$ cat src/rtl/avalon_arb_pkg.sv
// Shared types and width helpers for the SDRAM Avalon-MM arbiter.
package avalon_arb_pkg;

  typedef enum logic {
    IDLE = 1'b0,
    BUSY = 1'b1
  } arb_state_e;

  localparam int unsigned DEF_NUM_REQ     = 2;
  localparam int unsigned DEF_MAX_PENDING = 4;

  // Owner id width: enough bits to name a requester, never zero.
  function automatic int unsigned owner_id_width(input int unsigned num_req);
    int unsigned w;
    w = $clog2(num_req);
    if (w < 1) w = 1;
    return w;
  endfunction

  // FIFO pointer width: index bits plus one wrap bit for full/empty.
  function automatic int unsigned fifo_ptr_width(input int unsigned depth);
    int unsigned w;
    w = $clog2(depth);
    return w + 1;
  endfunction

  localparam int unsigned OWNER_ID_W = owner_id_width(DEF_NUM_REQ);
  localparam int unsigned FIFO_PTR_W = fifo_ptr_width(DEF_MAX_PENDING);

endpackage

$ cat src/rtl/arb_owner_fifo.sv
// Owner FIFO: remembers which requester issued each outstanding read.
module arb_owner_fifo
  import avalon_arb_pkg::*;
#(
  parameter int unsigned WIDTH = 1,
  parameter int unsigned DEPTH = 4
) (
  input  logic             clk,
  input  logic             reset_n,
  input  logic             push,
  input  logic             pop,
  input  logic [WIDTH-1:0] din,
  output logic             full,
  output logic             empty,
  output logic [WIDTH-1:0] dout
);

  localparam int unsigned PTR_W = fifo_ptr_width(DEPTH);
  localparam int unsigned IDX_W = PTR_W - 1;

  logic [WIDTH-1:0] mem_q [DEPTH];
  logic [PTR_W-1:0] wr_ptr_q, wr_ptr_d;
  logic [PTR_W-1:0] rd_ptr_q, rd_ptr_d;
  logic             do_push, do_pop;

  assign empty   = (wr_ptr_q == rd_ptr_q);
  assign full    = (wr_ptr_q[IDX_W-1:0] == rd_ptr_q[IDX_W-1:0]) &&
                   (wr_ptr_q[PTR_W-1] != rd_ptr_q[PTR_W-1]);
  assign do_push = push & ~full;
  assign do_pop  = pop & ~empty;
  assign dout    = mem_q[rd_ptr_q[IDX_W-1:0]];

  // Pointer advance on accepted push/pop.
  always_comb begin
    wr_ptr_d = wr_ptr_q;
    rd_ptr_d = rd_ptr_q;
    if (do_push) wr_ptr_d = wr_ptr_q + PTR_W'(1);
    if (do_pop)  rd_ptr_d = rd_ptr_q + PTR_W'(1);
  end

  // Storage and pointers; reset discards every entry.
  always_ff @(posedge clk or negedge reset_n) begin
    if (!reset_n) begin
      wr_ptr_q <= '0;
      rd_ptr_q <= '0;
      for (int i = 0; i < DEPTH; i++) mem_q[i] <= '0;
    end else begin
      wr_ptr_q <= wr_ptr_d;
      rd_ptr_q <= rd_ptr_d;
      if (do_push) mem_q[wr_ptr_q[IDX_W-1:0]] <= din;
    end
  end

endmodule

$ cat src/rtl/avalon_sdram_arbiter.sv
// Round-robin arbiter sharing one SDRAM Avalon-MM slave among NUM_REQ masters,
// with pipelined reads routed back in order through an owner FIFO.
// Optional: define ARB_FIXED_PRIO_EN for fixed priority (lowest index wins).
module avalon_sdram_arbiter
  import avalon_arb_pkg::*;
#(
  parameter int unsigned NUM_REQ      = 2,
  parameter int unsigned ADDRESSWIDTH = 28,
  parameter int unsigned DATAWIDTH    = 32,
  parameter int unsigned MAX_PENDING  = 4
) (
  input  logic                              clk,
  input  logic                              reset_n,
  input  logic [NUM_REQ*ADDRESSWIDTH-1:0]   s_address,
  input  logic [NUM_REQ-1:0]                s_read,
  input  logic [NUM_REQ-1:0]                s_write,
  input  logic [NUM_REQ*DATAWIDTH-1:0]      s_writedata,
  input  logic [NUM_REQ*(DATAWIDTH/8)-1:0]  s_byteenable,
  output logic [NUM_REQ-1:0]                s_waitrequest,
  output logic [DATAWIDTH-1:0]              s_readdata,
  output logic [NUM_REQ-1:0]                s_readdatavalid,
  output logic [ADDRESSWIDTH-1:0]           avm_address,
  output logic                              avm_read,
  output logic                              avm_write,
  output logic [DATAWIDTH-1:0]              avm_writedata,
  output logic [DATAWIDTH/8-1:0]            avm_byteenable,
  input  logic                              avm_waitrequest,
  input  logic [DATAWIDTH-1:0]              avm_readdata,
  input  logic                              avm_readdatavalid,
  output logic                              err_unexpected_rdv
);

  localparam int unsigned ID_W = owner_id_width(NUM_REQ);
  localparam int unsigned BE_W = DATAWIDTH / 8;

  arb_state_e              state_q, state_d;
  logic [ID_W-1:0]         grant_q, grant_d;
  logic [ADDRESSWIDTH-1:0] addr_q, addr_d;
  logic [DATAWIDTH-1:0]    wdata_q, wdata_d;
  logic [BE_W-1:0]         be_q, be_d;
  logic                    rd_q, rd_d;
  logic                    wr_q, wr_d;
  logic [DATAWIDTH-1:0]    rdata_q, rdata_d;
  logic [NUM_REQ-1:0]      rdv_q, rdv_d;
  logic                    err_q, err_d;
`ifndef ARB_FIXED_PRIO_EN
  logic [ID_W-1:0]         rr_q, rr_d;
  logic [ID_W-1:0]         cand;
`endif

  logic [ADDRESSWIDTH-1:0] addr_a  [NUM_REQ];
  logic [DATAWIDTH-1:0]    wdata_a [NUM_REQ];
  logic [BE_W-1:0]         be_a    [NUM_REQ];
  logic [NUM_REQ-1:0]      elig;
  logic                    win_found;
  logic [ID_W-1:0]         win_idx;
  logic [NUM_REQ-1:0]      s_wait_c;
  logic                    push, pop;
  logic                    fifo_full, fifo_empty;
  logic [ID_W-1:0]         fifo_dout;

  // Per-requester payload slices and eligibility (write wins over read).
  for (genvar g = 0; g < NUM_REQ; g++) begin : g_req
    assign addr_a[g]  = s_address[g*ADDRESSWIDTH +: ADDRESSWIDTH];
    assign wdata_a[g] = s_writedata[g*DATAWIDTH +: DATAWIDTH];
    assign be_a[g]    = s_byteenable[g*BE_W +: BE_W];
    assign elig[g]    = s_write[g] | (s_read[g] & ~fifo_full);
  end

`ifdef ARB_FIXED_PRIO_EN
  // Fixed priority: scan downward so the lowest eligible index is kept.
  always_comb begin
    win_found = 1'b0;
    win_idx   = '0;
    for (int i = NUM_REQ - 1; i >= 0; i--) begin
      if (elig[i]) begin
        win_found = 1'b1;
        win_idx   = ID_W'(i);
      end
    end
  end
`else
  // Round robin: first eligible index at or after the pointer, wrapping.
  always_comb begin
    win_found = 1'b0;
    win_idx   = '0;
    cand      = '0;
    for (int k = NUM_REQ - 1; k >= 0; k--) begin
      cand = ID_W'((int'(rr_q) + k) % int'(NUM_REQ));
      if (elig[cand]) begin
        win_found = 1'b1;
        win_idx   = cand;
      end
    end
  end
`endif

  // Next-state, command capture, FIFO push and requester stall.
  always_comb begin
    state_d  = state_q;
    grant_d  = grant_q;
    addr_d   = addr_q;
    wdata_d  = wdata_q;
    be_d     = be_q;
    rd_d     = rd_q;
    wr_d     = wr_q;
    push     = 1'b0;
    s_wait_c = '1;
`ifndef ARB_FIXED_PRIO_EN
    rr_d     = rr_q;
`endif
    case (state_q)
      IDLE: begin
        if (win_found) begin
          grant_d = win_idx;
          addr_d  = addr_a[win_idx];
          wdata_d = wdata_a[win_idx];
          be_d    = be_a[win_idx];
          wr_d    = s_write[win_idx];
          rd_d    = ~s_write[win_idx];
          state_d = BUSY;
        end
      end
      BUSY: begin
        if (!avm_waitrequest) begin
          s_wait_c[grant_q] = 1'b0;
          push    = rd_q;
          rd_d    = 1'b0;
          wr_d    = 1'b0;
          state_d = IDLE;
`ifndef ARB_FIXED_PRIO_EN
          rr_d    = (grant_q == ID_W'(NUM_REQ - 1)) ? '0 : grant_q + ID_W'(1);
`endif
        end else if (!s_read[grant_q] && !s_write[grant_q]) begin
          rd_d    = 1'b0;
          wr_d    = 1'b0;
          state_d = IDLE;
        end
      end
      default: state_d = IDLE;
    endcase
  end

  // Read return routing and the sticky unexpected-data flag.
  always_comb begin
    pop     = avm_readdatavalid & ~fifo_empty;
    rdata_d = pop ? avm_readdata : rdata_q;
    rdv_d   = '0;
    if (pop) rdv_d[fifo_dout] = 1'b1;
    err_d   = err_q | (avm_readdatavalid & fifo_empty);
  end

  // State and output registers.
  always_ff @(posedge clk or negedge reset_n) begin
    if (!reset_n) begin
      state_q <= IDLE;
      grant_q <= '0;
      addr_q  <= '0;
      wdata_q <= '0;
      be_q    <= '0;
      rd_q    <= 1'b0;
      wr_q    <= 1'b0;
      rdata_q <= '0;
      rdv_q   <= '0;
      err_q   <= 1'b0;
`ifndef ARB_FIXED_PRIO_EN
      rr_q    <= '0;
`endif
    end else begin
      state_q <= state_d;
      grant_q <= grant_d;
      addr_q  <= addr_d;
      wdata_q <= wdata_d;
      be_q    <= be_d;
      rd_q    <= rd_d;
      wr_q    <= wr_d;
      rdata_q <= rdata_d;
      rdv_q   <= rdv_d;
      err_q   <= err_d;
`ifndef ARB_FIXED_PRIO_EN
      rr_q    <= rr_d;
`endif
    end
  end

  arb_owner_fifo #(
    .WIDTH (ID_W),
    .DEPTH (MAX_PENDING)
  ) u_owner_fifo (
    .clk     (clk),
    .reset_n (reset_n),
    .push    (push),
    .pop     (pop),
    .din     (grant_q),
    .full    (fifo_full),
    .empty   (fifo_empty),
    .dout    (fifo_dout)
  );

  assign s_waitrequest      = s_wait_c;
  assign s_readdata         = rdata_q;
  assign s_readdatavalid    = rdv_q;
  assign avm_address        = addr_q;
  assign avm_read           = rd_q;
  assign avm_write          = wr_q;
  assign avm_writedata      = wdata_q;
  assign avm_byteenable     = be_q;
  assign err_unexpected_rdv = err_q;

endmodule

$ cat config.mk
export PLATFORM = sky130hd
export DESIGN_NAME = avalon_sdram_arbiter
export DESIGN_NICKNAME = d
export VERILOG_FILES = /design/src/rtl/avalon_arb_pkg.sv /design/src/rtl/arb_owner_fifo.sv /design/src/rtl/avalon_sdram_arbiter.sv
export SDC_FILE = /design/constraint.sdc
export NUM_CORES = 1
export LEC_CHECK = 0
export CORE_UTILIZATION = 44
export CTS_CLUSTER_DIAMETER = 150
export DETAILED_ROUTE_END_ITERATION = 12
export GPL_TIMING_DRIVEN = 0
export MAX_ROUTING_LAYER = met4
export PLACE_DENSITY_LB_ADDON = 0.08
export SLEW_MARGIN = 20
export SYNTH_ARGS = -nofsm -noshare
export SYNTH_HDL_FRONTEND = slang
export SYNTH_HIERARCHICAL = 1
export SYNTH_SLANG_ARGS = --single-unit
$ cat constraint.sdc
create_clock -name clk -period 6.1 [get_ports clk]
set_input_delay 1.22 -clock clk [delete_from_list [all_inputs] [get_ports clk]]
set_output_delay 1.22 -clock clk [all_outputs]
set_load 0.03 [all_outputs]
==> impl_metrics.yaml <==
sta:
  whs_ps: 455.5
  rsz0062_at_grt: "no"
  finalCriticalPeriod_ps: 3844
  worst_slew_pin_slew_ps: 498.8
  fin_setup_tns_ps: 0
  timing_hold_violations_final: 0
  setup_viol: 0
  drv_slew: 0
  fmax_ghz: 0.2602
  maxSlewHeadroom_pct: 66.75
  fin_crit_sh_pct: 63.01
  skew_ps: 14.74
routing:
  drt_wl_total_um: 18940
  drt_iter0_markers: 366
  wl_per_cell_um: 19.38
  ant_nets: 0
  via_per_inst: 5.700
  drt_first_pass_iters: 5
  vias: 5569
  drc: 0
min_path:
  min_from: "err_unexpected_rdv$_DFF_PN0_"
  hp-class: "reg -> reg"
placement:
  dp_hpwl_um: 13690
  post_dp_cell_area_sq_mm: 0.008274
  finalWeightedCongestion: 0.8488
  port_buffers: 270
run:
  maxCapViolCount: 0
die:
  num_io_pins: 271
  core_area_sq_mm: 0.01166
  fp.dieArea_sq_mm: 0.01264
  die-height_um: 112.4
  initial_utilization_pct: 45.99
  rows: 39
  die_w_um: 112.4
setup_path:
  critPathMaxFanout: 4
  cp-end-kind: "output pin"
  crit_arrival_ps: 2620
  cp-start-kind: "input pin"
  critical_path_class: "in -> out"
  critPathLaunch: "avm_waitrequest"
  required_ps: 4880
  r2r_start: "u_owner_fifo/wr_ptr_q[1]$_DFFE_PN0P_"
final_layout:
  multi_input_area_sq_mm: 0.002223
  fin_nets: 995
  drive_gt1_share_pct: 9.592
  nFillCells: 828
  area_growth_pct: 66.39
  design_area_sq_mm: 0.008925
  seq_area_sq_mm: 0.002853
  num_antenna_cells: 0
logic_synthesis:
  synth_edf_count: 0
  synth_area_per_cell_sq_um: 10.08
  synth_seq_cells: 114
  syn-num-nets: 705
  synth.distinct_cells: 43
  async_flop_share_pct: 100.0
  synth_cells: 532
  netlist_area_sq_mm: 0.005364
  synth_warnings: 6
  seq_area_frac_synth_pct: 53.18
  synth_ff_type: "dfrtp_1"
global_routing:
  overflow: 0
  antenna_found_initial: 0
  track_usage_pct: 31.55
  grt_max_degree: 77
  grt_first_pass_wirelength_um: 29650
  grt_pass1_vias: 5693
power_and_ir_drop:
  vdd_ir_drop_max_mv: 0.3036
  power.density_mw_per_mm2: 613.3
  p_leak_nw: 3.798
  power_mw: 5.474
outcome:
  run_status: "finished clean"
clock_tree:
  clk_pin_slew_worst_paths_ps: 50
  ctsHtreeMaxLevel: 4
  cts_setup_buffers: 0
  worstSkewPairLatency_ps: 410
  clk_path_buf_depth: 2
  cts_tree: "yes"
  clockRootBuffer: "clkbuf_16"
  cts_resized: 0
  postCtsHoldBufs: 0
  clock-sinks: 114
  numCtsBuffers: 17
-- worst paths after layout --
| check | endpoint | slack [ps] | cells after the start |
|---|---|---|---|
| setup / recovery | s_waitrequest[1] | 2260 | 4 |
| hold / removal | err_unexpected_rdv$_DFF_PN0_ | 460 | 1 |
| setup reg to reg | u_owner_fifo/rd_ptr_q[1]$_DFFE_PN0P_ | 3540 | 11 |
| hold reg to reg | err_unexpected_rdv$_DFF_PN0_ | 460 | 1 |
| max in group asynchronous | u_owner_fifo/mem_q[2]$_DFFE_PN0P_ | 4670 | 2 |
| min in group asynchronous | avm_address[16]$_DFFE_PN0P_ | 720 | 1 |
-- synthesized netlist by cell type (3+ instances only) --
library cell    n  area, sq um
dfrtp_1       114         2853
nand3_1         3        15.01
o21ai_1        37        185.2
nor2_1          5        18.77
buf_4          10        75.07
a31oi_1        71        444.2
o21ai_0        28        140.1
ha_1            5        62.56
a2bb2oi_1      64        560.5
nor2b_1         3        18.77
clkbuf_1       11        41.29
inv_1           6        22.52
mux2_1          5        56.30
buf_2          29        145.1
nand2_1       105        394.1
-- registers in the layout (all words and copies together), names as in the netlist --
| register | flops |
|---|---|
| avm_writedata | 32 |
| s_readdata | 32 |
| avm_address | 28 |
| avm_byteenable | 4 |
| u_owner_fifo/mem_q | 4 |
| u_owner_fifo/rd_ptr_q | 3 |
| u_owner_fifo/wr_ptr_q | 3 |
| s_readdatavalid | 2 |
| avm_read | 1 |
| avm_write | 1 |
| err_unexpected_rdv | 1 |
| grant_q | 1 |
| rr_q | 1 |
| state_q | 1 |
-- layout by cell type (no fill, tap or decap), types with 2 or more instances in the layout --
cell,netlist,routed
o21ai_0,28,28
and2_1,2,2
o21ai_1,37,37
clkinv_2,0,3
clkbuf_16,0,17
a2bb2oi_1,64,64
dfrtp_1,114,114
buf_2,29,29
nor2_1,5,5
o21bai_1,2,2
ha_1,5,5
xnor2_1,2,2
clkinvlp_4,0,2
mux2_1,5,5
inv_1,6,6
nand2b_1,2,2
a31oi_1,71,71
clkbuf_1,11,12
clkbuf_8,0,3
bufinv_16,0,5
a21o_1,2,2
a311oi_1,2,2
clkdlybuf4s50_1,0,269
o31ai_1,2,2
nand3_1,3,3
buf_4,10,10
xor2_1,2,2
nor2b_1,3,3
nand2_1,105,105
-- stage by stage --
step | cells | worst slack [ps] | utilization [%]
floorplan | 532 | 3248 | -
global placement | 945 | -589.2 | 70.70
detailed placement | 946 | 2275 | 70.95
CTS | 977 | 2256 | 76.53
global route | 977 | 2193 | 76.53
finish | 977 | 2256 | 76.53
-- final cells by class --
type	instances	share of cell area, %
Buffer	50	2.930
Multi-Input combinational cell	361	24.91
Sequential cell	114	31.96
Clock inverter	10	2.019
Inverter	7	0.2944
Timing Repair Buffer	271	30.60
Clock buffer	21	5.271
Tap cell	143	2.005
-- cells by family (layout without fill, tap and decap cells) --
| kind of cell | after synthesis | after routing | synth area share [%] |
|---|---|---|---|
| multiplexers | 7 | 7 | 1.819 |
| adder cells (fa/ha/maj) | 5 | 5 | 1.166 |
| flip-flops | 114 | 114 | 53.18 |
| AND/OR/NAND/NOR | 128 | 128 | 10.17 |
| buffers and inverters | 57 | 359 | 5.365 |
| XOR/XNOR | 6 | 6 | 1.260 |
| AO/OA/AOI/OAI | 215 | 215 | 27.04 |
-- where the power goes --
part           leakage, nW  internal (mW)  switching (mW)
registers             1.33           1.14           0.260
clock network        0.315          0.752           0.343
logic                 2.15           1.28            1.69
total                 3.80           3.18            2.30
-- routing by layer --
layer | global-route usage, % | share of wire (%) | vias to the layer above | routed length [um]
li1 | - | - | 2524 | -
met1 | 36.95 | 39 | 2663 | 7358
met2 | 50.27 | 48 | 324 | 9163
met3 | 7.451 | 8.2 | 58 | 1546
met4 | 17.60 | 4.6 | 0 | 866
met5 | - | 0 | - | 0
-- critical path, cell delays in order --
cell	delay, ps
clkdlybuf4s50_1	430
nor2b_1	250
nand2_1	110
clkdlybuf4s50_1	610
Note: power is estimated with default switching activity, not from simulation.
